$ cat src/rtl/hourglass_sort_collector.sv
// Collects one sorted frame from the sorter stream into parallel key/index/rank vectors.
// Define HOURGLASS_COLLECTOR_CHECK_EN to build the order/stability/index checkers.
module hourglass_sort_collector #(
  parameter int NUMBER_OF_ELEMENTS = 21,
  parameter int KEY_WIDTH          = 8,
  parameter int OUTPUT_INDEX_WIDTH = 5
) (
  input  logic                                             clk,
  input  logic                                             rst,
  input  logic                                             flush,
  input  logic [KEY_WIDTH-1:0]                             axis_in_key,
  input  logic [OUTPUT_INDEX_WIDTH-1:0]                    axis_in_index,
  input  logic                                             axis_in_valid,
  output logic                                             axis_in_ready,
  output logic [NUMBER_OF_ELEMENTS*KEY_WIDTH-1:0]          out_keys,
  output logic [NUMBER_OF_ELEMENTS*OUTPUT_INDEX_WIDTH-1:0] out_indices,
  output logic [NUMBER_OF_ELEMENTS*OUTPUT_INDEX_WIDTH-1:0] out_ranks,
  output logic                                             result_valid,
  input  logic                                             result_ack,
  output logic                                             order_error,
  output logic                                             stability_error,
  output logic                                             index_error
);

  localparam int N  = NUMBER_OF_ELEMENTS;
  localparam int KW = KEY_WIDTH;
  localparam int IW = OUTPUT_INDEX_WIDTH;
  localparam logic [IW-1:0] LAST_BEAT = IW'(N - 1);
  localparam logic [IW:0]   N_EXT     = (IW + 1)'(N);

  typedef enum logic {
    COLLECT = 1'b0,
    HOLD    = 1'b1
  } state_e;

  state_e          state_q, state_d;
  logic [IW-1:0]   count_q, count_d;
  logic [N*KW-1:0] keys_q, keys_d;
  logic [N*IW-1:0] indices_q, indices_d;
  logic [N*IW-1:0] ranks_q, ranks_d;
  logic            xfer;
  logic            in_range;

  assign axis_in_ready = (state_q == COLLECT);
  assign result_valid  = (state_q == HOLD);
  assign xfer          = axis_in_valid && axis_in_ready;
  assign in_range      = ({1'b0, axis_in_index} < N_EXT);
  assign out_keys      = keys_q;
  assign out_indices   = indices_q;
  assign out_ranks     = ranks_q;

  // A beat arriving together with flush is accepted but leaves no trace.
  always_comb begin
    state_d   = state_q;
    count_d   = count_q;
    keys_d    = keys_q;
    indices_d = indices_q;
    ranks_d   = ranks_q;
    if (flush) begin
      state_d = COLLECT;
      count_d = '0;
    end else begin
      case (state_q)
        COLLECT: begin
          if (xfer) begin
            keys_d[int'(count_q)*KW +: KW]    = axis_in_key;
            indices_d[int'(count_q)*IW +: IW] = axis_in_index;
            if (in_range) begin
              ranks_d[int'(axis_in_index)*IW +: IW] = count_q;
            end
            if (count_q == LAST_BEAT) begin
              state_d = HOLD;
              count_d = '0;
            end else begin
              count_d = count_q + 1'b1;
            end
          end
        end
        HOLD: begin
          if (result_ack) begin
            state_d = COLLECT;
          end
        end
        default: state_d = COLLECT;
      endcase
    end
  end

  always_ff @(posedge clk or negedge rst) begin
    if (!rst) begin
      state_q   <= COLLECT;
      count_q   <= '0;
      keys_q    <= '0;
      indices_q <= '0;
      ranks_q   <= '0;
    end else begin
      state_q   <= state_d;
      count_q   <= count_d;
      keys_q    <= keys_d;
      indices_q <= indices_d;
      ranks_q   <= ranks_d;
    end
  end

`ifdef HOURGLASS_COLLECTOR_CHECK_EN
  logic [N-1:0]  seen_q, seen_d;
  logic [KW-1:0] prev_key_q, prev_key_d;
  logic [IW-1:0] prev_index_q, prev_index_d;
  logic          order_q, order_d;
  logic          stability_q, stability_d;
  logic          index_q, index_d;
  logic          clear_flags;

  assign clear_flags     = flush || ((state_q == HOLD) && result_ack);
  assign order_error     = order_q;
  assign stability_error = stability_q;
  assign index_error     = index_q;

  // Neighbour comparisons only make sense once a previous beat of this frame exists.
  always_comb begin
    seen_d       = seen_q;
    prev_key_d   = prev_key_q;
    prev_index_d = prev_index_q;
    order_d      = order_q;
    stability_d  = stability_q;
    index_d      = index_q;
    if (clear_flags) begin
      seen_d      = '0;
      order_d     = 1'b0;
      stability_d = 1'b0;
      index_d     = 1'b0;
    end else if (xfer) begin
      prev_key_d   = axis_in_key;
      prev_index_d = axis_in_index;
      if (count_q != '0) begin
        if (axis_in_key < prev_key_q) begin
          order_d = 1'b1;
        end
        if ((axis_in_key == prev_key_q) && (axis_in_index < prev_index_q)) begin
          stability_d = 1'b1;
        end
      end
      if (!in_range) begin
        index_d = 1'b1;
      end else begin
        if (seen_q[axis_in_index]) begin
          index_d = 1'b1;
        end
        seen_d[axis_in_index] = 1'b1;
      end
    end
  end

  always_ff @(posedge clk or negedge rst) begin
    if (!rst) begin
      seen_q       <= '0;
      prev_key_q   <= '0;
      prev_index_q <= '0;
      order_q      <= 1'b0;
      stability_q  <= 1'b0;
      index_q      <= 1'b0;
    end else begin
      seen_q       <= seen_d;
      prev_key_q   <= prev_key_d;
      prev_index_q <= prev_index_d;
      order_q      <= order_d;
      stability_q  <= stability_d;
      index_q      <= index_d;
    end
  end
`else
  assign order_error     = 1'b0;
  assign stability_error = 1'b0;
  assign index_error     = 1'b0;
`endif

endmodule

$ cat config.mk
export PLATFORM = sky130hd
export DESIGN_NAME = hourglass_sort_collector
export DESIGN_NICKNAME = d
export VERILOG_FILES = /design/src/rtl/hourglass_sort_collector.sv
export SDC_FILE = /design/constraint.sdc
export NUM_CORES = 1
export LEC_CHECK = 0
export ABC_CLOCK_PERIOD_IN_PS = 3300
export CAP_MARGIN = 20
export CORE_ASPECT_RATIO = 0.8
export CORE_MARGIN = 8
export CORE_UTILIZATION = 44
export DETAILED_ROUTE_END_ITERATION = 10
export PLACE_DENSITY_LB_ADDON = 0.2
export SKIP_LAST_GASP = 1
export SLEW_MARGIN = 15
export SYNTH_ARGS = -nofsm -noshare
export SYNTH_HDL_FRONTEND = slang
export SYNTH_SLANG_ARGS = --single-unit
$ cat constraint.sdc
create_clock -name clk -period 3.3 [get_ports clk]
set_clock_uncertainty 0.1 [all_clocks]
set_input_delay 0.66 -clock clk [delete_from_list [all_inputs] [get_ports clk]]
set_output_delay 0.66 -clock clk [all_outputs]
set_load 0.1 [all_outputs]
==> flow_metrics.py, run 1 <==
metrics = {
    "final_layout": {
        "most-common-layout-cells": "buf_4 (452), dfrtp_1 (383), mux2_2 (285)",
        "final_common_cell": "buf_4",
        "fill_cells": 2918,
        "syn2layout_area_growth_pct": 34.5,
        "multi_input_area_um2": 5880,
        "drive_above_1_share": 0.488,
        "fin_nets": 1700,
        "seq_area_um2": 9610,
    },
    "outcome": {
        "status": "finished clean",
    },
    "clock_network": {
        "clockBufferDepth": 3,
        "cts_tree": "done",
        "cts.sinks": 384,
        "ctsResizeCount": 0,
        "htree_levels": 2,
        "cts_hold_buf": 0,
        "cts_root_buf": "clkbuf_16",
        "post_cts_buffers": 0,
        "numCtsBuffers": 39,
        "path_clk_slew_ns": 0.06,
        "clock_latency_ns": 0.53,
    },
    "power_and_ir_drop": {
        "p_per_area_nw_per_um2": 558,
        "internal_power_mw": 8.19,
        "swShare": 0.308,
        "comb_power_share": 0.185,
        "power_frac_clock": 0.396,
        "seqPwrFrac": 0.419,
        "leakage_nw": 11.0,
        "ir_drop_uv": 472,
        "power.switching_mw": 3.65,
    },
    "place": {
        "io_buffer_count": 397,
        "routabilityCongestion": 0.850,
        "hpwl_um": 37900,
    },
    "grt": {
        "antenna_found_initial": 4,
        "grt_use_total": 0.239,
        "first_global_vias": 12200,
        "grt_first_pass_wirelength_um": 77200,
        "grt_max_degree": 83,
        "grt-ovfl-total": 0,
    },
    "floorplan": {
        "start_util": 0.443,
        "ios": 401,
        "dieArea_um2": 42200,
        "num_rows": 62,
        "die_h_um": 185,
        "coreArea_um2": 35600,
        "dieWidth_um": 228,
    },
    "timing": {
        "tightest_slew_ns": 0.785,
        "hold_ws_ns": 0.0379,
        "setup_viol": 0,
        "fmax_mhz": 334,
        "tns_ns": 0,
        "maxSlewViolCount": 0,
        "rsz0062_at_grt": "no",
        "slew_headroom": 0.473,
        "fin_crit_sh": 0.906,
        "finalHoldViolations": 0,
        "final.min_clock_period_ns": 2.99,
    },
    "routing": {
        "vias": 11700,
        "antenna_left": 0,
        "via_per_inst": 5.36,
        "wirelength_um": 51200,
        "wire_per_inst_um": 23.5,
        "drt_pass1_iterations": 5,
        "drt-initial-drc-count": 814,
        "drc": 0,
    },
    "worst_setup_path": {
        "start_kind": "flip-flop",
        "critPathMaxFanout": 9,
        "timing.reg2reg.setup_slack_ns": 0.31,
        "crit_type": "flip-flop to flip-flop",
        "reg2regPathDepth": 10,
        "critical_path_arrival_ns": 3.31,
        "end_kind": "flip-flop",
        "r2r_start": "count_q[1]$_DFFE_PN0P_",
        "worstPathRequired_ns": 3.61,
        "cp-startpoint": "count_q[1]$_DFFE_PN0P_",
    },
    "synth": {
        "syn_area_per_cell_um2": 12.9,
        "synth_cells": 1222,
        "ys.flop_type": "dfrtp_1",
        "synthesis.area_um2": 15800,
        "seq_area_frac_synth": 0.610,
        "ys_types": 52,
        "synth-seq-cells": 384,
        "synth_edf_count": 0,
        "synth-async-reset-ratio": 1.00,
        "ys_warn_count": 0,
    },
    "hold_path": {
        "hold_class": "input port to asynchronous set/reset pin",
    },
    "run": {
        "drv_cap": 0,
    },
}
-- final cells by class --
type	instances	share of cell area
Multi-Input combinational cell	766	0.277
Clock inverter	11	0.00862
Antenna cell	3	0.000354
Timing Repair Buffer	476	0.175
Clock buffer	56	0.0558
Inverter	7	0.00124
Tap cell	480	0.0283
Sequential cell	384	0.453
-- cell usage after synthesis, drive strengths merged (3+ instances only) --
cell / instances / area [um2]
a21oi: 9 / 48.8
and2: 7 / 43.8
and3: 29 / 181
buf: 22 / 109
clkbuf: 45 / 169
dfrtp: 384 / 9610
ha: 8 / 100
inv: 6 / 22.5
mux2: 285 / 3210
nand2: 155 / 584
nand2b: 6 / 37.5
nand3: 39 / 200
nand4: 6 / 37.5
nor2: 69 / 302
nor3: 16 / 85.1
nor3b: 3 / 27.5
nor4: 6 / 37.5
o21ai: 26 / 130
o31ai: 51 / 388
o41ai: 22 / 193
-- power groups by stage --
stage / Clock (mW) / Sequential, mW / Combinational, mW
final: 4.69 / 4.96 / 2.19
after detailed placement: 0 / 5.05 / 2.20
after global placement: 0 / 5.05 / 2.18
after floorplan: 0 / 6.15 / 0.407
after CTS: 4.78 / 4.96 / 2.20
after global routing: 4.97 / 4.98 / 2.27
-- registers in the layout, indices dropped and copies added, names as in the netlist --
register	count
result_valid	1
out_ranks	105
count_q	5
out_indices	105
out_keys	168
-- metal layers --
metal  wire [um]  GRT usage
met5          27          0
met4        1120     0.0654
met3        4600     0.0747
met2       23700      0.376
met1       21700      0.317
-- critical path: stages (launching register included) --
cell	delay (ns)
dfrtp_1	0.37
inv_1	0.16
ha_1	0.20
nor3b_1	0.26
ha_1	0.41
inv_1	0.18
a21oi_2	0.21
buf_4	0.20
nand2_1	0.07
nor2_1	0.33
mux2_2	0.38
-- kinds of logic (layout without fill, tap and decap cells) --
group                    count (synthesis)  in the layout  synth area share
buffers and inverters                   74            550            0.0193
multiplexers                           286            286             0.204
adder cells (fa/ha/maj)                  8              8           0.00635
XOR/XNOR                                 4              4           0.00222
other                                    1              6          0.000238
AND/OR/NAND/NOR                        348            348             0.104
flip-flops                             384            384             0.610
AO/OA/AOI/OAI                          117            117            0.0535
-- path summary, 6_finish.rpt --
| kind | end |
|---|---|
| max | out_indices[81]$_DFFE_PN0P_ |
| min | out_indices[17]$_DFFE_PN0P_ |
| max reg2reg | out_indices[81]$_DFFE_PN0P_ |
| min reg2reg | out_keys[83]$_DFFE_PN0P_ |
| max in group asynchronous | out_keys[119]$_DFFE_PN0P_ |
| min in group clk | out_keys[83]$_DFFE_PN0P_ |
-- stage by stage --
stage	utilization	power (mW)	worst slack, ns	cells	instance area [um2]
floorplan	-	6.56	0.0257	1224	15800
global placement	0.557	7.23	0.0578	2113	19800
detailed placement	0.557	7.25	0.0646	2113	19800
CTS	0.595	11.9	0.313	2180	21200
global route	0.595	12.2	0.0253	2181	21200
finish	0.595	11.8	0.309	2183	21200
No activity file was read; power rests on OpenSTA's default activity.
==> run 2, diff against run 1 <==
--- a/config.mk
+++ b/config.mk
@@ -11,6 +11,7 @@
 export CORE_MARGIN = 8
 export CORE_UTILIZATION = 44
 export DETAILED_ROUTE_END_ITERATION = 10
+export HOLD_SLACK_MARGIN = 0.1
 export PLACE_DENSITY_LB_ADDON = 0.2
 export SKIP_LAST_GASP = 1
 export SLEW_MARGIN = 15
==> flow_metrics.py, run 2 (synthesis gave the netlist of run 1 again) <==
metrics = {
    "power_and_ir_drop": {
        "ir_drop_uv": 471,
        "seqPwrFrac": 0.419,
        "swShare": 0.308,
        "internal_power_mw": 8.19,
        "p_per_area_nw_per_um2": 558,
        "power_frac_clock": 0.396,
        "leakage_nw": 11.0,
        "comb_power_share": 0.185,
        "power.switching_mw": 3.64,
    },
    "final_layout": {
        "final_common_cell": "buf_4",
        "fin_nets": 1701,
        "most-common-layout-cells": "buf_4 (452), dfrtp_1 (383), mux2_2 (285)",
        "utilization": 0.596,
        "largest_register_ffs": 168,
        "finish.instance_area_um2": 21200,
        "syn2layout_area_growth_pct": 34.6,
        "drive_above_1_share": 0.487,
    },
    "worst_setup_path": {
        "path_cells": "inv_1 -> ha_1 -> nor3b_1 -> ha_1 -> inv_1 -> a21oi_2 -> buf_4 -> nand2_1 -> nor2_1 -> mux2_2",
        "crit_cells": 10,
        "cp-startpoint": "count_q[1]$_DFFE_PN0P_",
        "end_kind": "flip-flop",
        "timing.reg2reg.setup_slack_ns": 0.31,
        "critPathBufInv": 3,
        "start_kind": "flip-flop",
        "critical_path_arrival_ns": 3.31,
        "crit_family": "simple AND/OR/NAND/NOR gates",
        "crit_type": "flip-flop to flip-flop",
        "r2r_start": "count_q[1]$_DFFE_PN0P_",
        "timing.rr.end": "out_indices[81]$_DFFE_PN0P_",
        "reg2regPathDepth": 10,
        "cpPeakStageDelay_ns": 0.40,
        "crit_slowest_cell": "ha_1",
        "critPathMaxFanout": 9,
        "worstPathRequired_ns": 3.61,
        "critPathCapture": "out_indices[81]$_DFFE_PN0P_",
    },
    "timing": {
        "slew_headroom": 0.469,
        "tightest_slew_ns": 0.790,
        "fin_crit_sh": 0.906,
        "tns_ns": 0,
        "setup_viol": 0,
        "maxSlewViolCount": 0,
        "fmax_mhz": 334,
        "rsz0062_at_grt": "no",
        "finalHoldViolations": 0,
        "hold_ws_ns": 0.379,
        "final.min_clock_period_ns": 2.99,
    },
    "clock_network": {
        "numCtsBuffers": 39,
        "path_clk_slew_ns": 0.06,
        "cts_root_buf": "clkbuf_16",
        "clock_latency_ns": 0.53,
        "clockBufferDepth": 3,
        "cts.sinks": 384,
        "cts_tree": "done",
        "htree_levels": 2,
    },
    "floorplan": {
        "num_rows": 62,
        "die_h_um": 185,
        "dieArea_um2": 42200,
        "start_util": 0.443,
        "coreArea_um2": 35600,
        "ios": 401,
        "dieWidth_um": 228,
    },
    "grt": {
        "grt-ovfl-total": 0,
        "grt_use_total": 0.239,
        "antenna_found_initial": 4,
        "grt_max_degree": 83,
        "grt_first_pass_wirelength_um": 77200,
        "first_global_vias": 12200,
    },
    "routing": {
        "drc": 0,
        "drt-initial-drc-count": 846,
        "antenna_left": 0,
        "wire_per_inst_um": 23.4,
        "via_per_inst": 5.35,
        "drt_pass1_iterations": 6,
        "wirelength_um": 51200,
        "vias": 11700,
    },
    "run": {
        "drv_cap": 0,
    },
    "place": {
        "routabilityCongestion": 0.850,
        "io_buffer_count": 397,
        "hpwl_um": 37900,
        "place_area_um2": 19800,
    },
    "outcome": {
        "status": "finished clean",
    },
    "hold_path": {
        "hold_class": "flip-flop to flip-flop",
    },
}
run 2: changes by cell type in the layout (fill, tap and decap cells not counted):
cell,delta
dlygate4sd3_1,+1
run 2: worst min-delay path: cells and delay by family (launching register included):
| kind | cells | cell delay [ns] |
|---|---|---|
| DFF | 1 | 0.34 |
| AOI/OAI and AO/OA | 1 | 0.05 |
| and+or+nand+nor | 1 | 0.05 |
run 2: area by class of cell:
cell class / instances / area [um2]
flip-flops and latches: 384 / 9610
well taps: 480 / 601
clock inverters: 11 / 183
clock buffers: 56 / 1180
multi-input cells: 766 / 5880
repair buffers: 477 / 3720
inverters: 7 / 26.3
fillers: 2917 / 14400
diodes: 3 / 7.51
run 2: repair_timing:
item,in CTS,in global routing
hold endpoints to repair,74,0
resized for setup,0,0
endpoints found under the setup margin,0,0
setup buffers,0,0
hold buffers,1,0
run 2: routing by layer:
metal,wire (um),global-route usage
met1,21700,0.317
met2,23800,0.376
met3,4570,0.0747
met4,1150,0.0654
met5,27,0
run 2: metrics by stage:
| step | total power, mW | setup WS [ns] | std cells |
|---|---|---|---|
| 2_1_floorplan | 6.56 | 0.0257 | 1224 |
| 3_3_place_gp | 7.23 | 0.0578 | 2113 |
| 3_5_place_dp | 7.25 | 0.0646 | 2113 |
| 4_1_cts | 11.9 | 0.313 | 2181 |
| 5_1_grt | 12.2 | 0.0253 | 2182 |
| 6_report | 11.8 | 0.309 | 2184 |
run 2: worst min path at each step:
stage	from	end	depth (start not counted)	slack, ns
2_1_floorplan	rst	count_q[0]$_DFFE_PN0P_	0	0.26
5_1_grt	out_keys[158]$_DFFE_PN0P_	out_keys[158]$_DFFE_PN0P_	2	0.40
3_5_place_dp	out_keys[9]$_DFFE_PN0P_	out_keys[9]$_DFFE_PN0P_	2	0.37
6_report	out_keys[83]$_DFFE_PN0P_	out_keys[83]$_DFFE_PN0P_	2	0.38
3_3_place_gp	out_keys[9]$_DFFE_PN0P_	out_keys[9]$_DFFE_PN0P_	2	0.36
4_1_cts	out_keys[9]$_DFFE_PN0P_	out_keys[9]$_DFFE_PN0P_	2	0.38
run 2: power by group through the flow:
stage	registers [mW]	clock network [mW]	logic (mW)
global placement	5.05	0	2.18
floorplan	6.15	0	0.407
finish	4.96	4.68	2.19
global route	4.98	4.97	2.28
detailed placement	5.05	0	2.20
CTS	4.96	4.78	2.20
==> run 3, diff against run 2 <==
--- a/config.mk
+++ b/config.mk
@@ -12,7 +12,7 @@
 export CORE_UTILIZATION = 44
 export DETAILED_ROUTE_END_ITERATION = 10
 export HOLD_SLACK_MARGIN = 0.1
-export PLACE_DENSITY_LB_ADDON = 0.2
+export PLACE_DENSITY = 0.76
 export SKIP_LAST_GASP = 1
 export SLEW_MARGIN = 15
 export SYNTH_ARGS = -nofsm -noshare
==> flow_metrics.py, run 3 (synthesis gave the netlist of run 1 again) <==
metrics = {
    "clock_network": {
        "path_clk_slew_ns": 0.06,
        "cts.sinks": 384,
        "cts_root_buf": "clkbuf_16",
        "clock_latency_ns": 0.53,
        "numCtsBuffers": 42,
        "clockBufferDepth": 3,
        "cts_tree": "done",
        "htree_levels": 2,
    },
    "final_layout": {
        "final_common_cell": "buf_4",
        "utilization": 0.595,
        "largest_register_ffs": 168,
        "syn2layout_area_growth_pct": 34.5,
        "most-common-layout-cells": "buf_4 (458), dfrtp_1 (383), mux2_2 (285)",
        "finish.instance_area_um2": 21200,
        "antenna-diode-count": 0,
        "drive_above_1_share": 0.488,
        "fin_nets": 1708,
        "final_cell_count_no_fill": 2192,
    },
    "grt": {
        "grt_max_degree": 80,
        "antenna_found_initial": 1,
        "grtUsageMet1": 0.297,
        "top_usage_layer": "met2",
        "grt_use_met2": 0.387,
        "first_global_vias": 12700,
        "grt.met3_usage": 0.0741,
        "grt_first_pass_wirelength_um": 76900,
        "grt-ovfl-total": 0,
        "grt_use_total": 0.238,
    },
    "routing": {
        "drt-initial-drc-count": 676,
        "drc": 0,
        "antenna_left": 0,
        "via_per_inst": 5.41,
        "wire_per_inst_um": 23.5,
        "vias": 11900,
        "drt_pass1_iterations": 5,
        "wirelength_um": 51400,
    },
    "power_and_ir_drop": {
        "total_power_mw": 11.7,
        "power.switching_mw": 3.70,
        "comb_power_share": 0.186,
        "p_per_area_nw_per_um2": 553,
        "power_frac_clock": 0.391,
        "leakage_nw": 11.0,
        "swShare": 0.316,
        "internal_power_mw": 8.03,
        "seqPwrFrac": 0.423,
        "ir_drop_uv": 623,
    },
    "timing": {
        "slew_headroom": 0.371,
        "tightest_slew_ns": 0.934,
        "maxSlewViolCount": 0,
        "fin_ws_ns": 0.234,
        "final.min_clock_period_ns": 3.07,
        "fin_crit_sh": 0.929,
        "finalHoldViolations": 0,
        "hold_ws_ns": 0.370,
        "rsz0062_at_grt": "yes",
        "fmax_mhz": 326,
        "tns_ns": 0,
        "setup_viol": 0,
    },
    "outcome": {
        "status": "finished clean",
    },
    "worst_setup_path": {
        "end_kind": "flip-flop",
        "crit_type": "flip-flop to flip-flop",
        "critical_path_arrival_ns": 3.37,
        "worstPathRequired_ns": 3.60,
        "start_kind": "flip-flop",
        "critPathMaxFanout": 9,
    },
    "floorplan": {
        "die_h_um": 185,
        "num_rows": 62,
        "ios": 401,
        "coreArea_um2": 35600,
        "dieArea_um2": 42200,
        "start_util": 0.443,
        "dieWidth_um": 228,
    },
    "run": {
        "drv_cap": 0,
    },
    "place": {
        "place_area_um2": 19800,
        "routabilityCongestion": 0.834,
        "hpwl_um": 38100,
        "io_buffer_count": 397,
        "place_inst": 2115,
        "dp_slack_ns": -0.0114,
    },
    "hold_path": {
        "hold_class": "flip-flop to flip-flop",
    },
}
[run 3: changes by cell type in the layout (fill, tap and decap cells not counted)]
cell / before / now
diode_2: 3 / 0
buf_12: 7 / 5
inv_6: 0 / 2
a21oi_2: 1 / 2
clkbuf_1: 5 / 10
clkbuf_8: 10 / 11
a21oi_1: 8 / 7
clkbuf_16: 41 / 43
clkinv_4: 0 / 1
buf_4: 452 / 458
bufinv_16: 5 / 1
[run 3: power groups by stage]
| stage | clock network [mW] | logic, mW | registers (mW) |
|---|---|---|---|
| detailed placement | 0 | 2.19 | 5.04 |
| CTS | 4.67 | 2.20 | 4.96 |
| global placement | 0 | 2.18 | 5.03 |
| finish | 4.58 | 2.19 | 4.96 |
| global route | 4.84 | 2.27 | 4.98 |
| floorplan | 0 | 0.407 | 6.15 |
[run 3: worst paths after layout]
kind                                          endpoint  cells after the start  slack [ns]                    start
min                            out_keys[9]$_DFFE_PN0P_                      2        0.37  out_keys[9]$_DFFE_PN0P_
max in group asynchronous    out_ranks[87]$_DFFE_PN0P_                      3        1.65                      rst
min in group asynchronous  out_indices[68]$_DFFE_PN0P_                      2        0.60                      rst
max                          out_keys[102]$_DFFE_PN0P_                      9        0.23   count_q[0]$_DFFE_PN0P_
min reg2reg                    out_keys[9]$_DFFE_PN0P_                      2        0.37  out_keys[9]$_DFFE_PN0P_
max reg2reg                  out_keys[102]$_DFFE_PN0P_                      9        0.23   count_q[0]$_DFFE_PN0P_
[run 3: worst max-delay path: stages, from the launching register on]
cell	delay (ns)
dfrtp_2	0.43
inv_1	0.08
ha_1	0.16
nor3b_1	0.28
ha_1	0.40
inv_1	0.18
a21oi_2	0.47
and3_1	0.28
buf_4	0.19
mux2_2	0.35
[run 3: routing by layer]
layer / wire (um) / vias up / part of all wire
li1: - / 5255 / -
met1: 20700 / 6008 / 0.40
met2: 24100 / 496 / 0.47
met3: 4870 / 102 / 0.095
met4: 1750 / 2 / 0.034
met5: 18 / - / 0.00035
[run 3: cell type report]
class,count,area [um2]
fill,2857,14400
clock buffer,64,1260
timing repair buffer,481,3720
clock inverter,10,88.8
inverter,7,26.3
tap,480,601
multi-input combinational,766,5880
sequential,384,9610
[run 3: repair_timing]
item	4_1_cts	5_1_grt
resized for setup	0	0
hold endpoints to repair	59	0
setup endpoints to repair	0	14
setup buffers	0	2
hold buffers	1	0
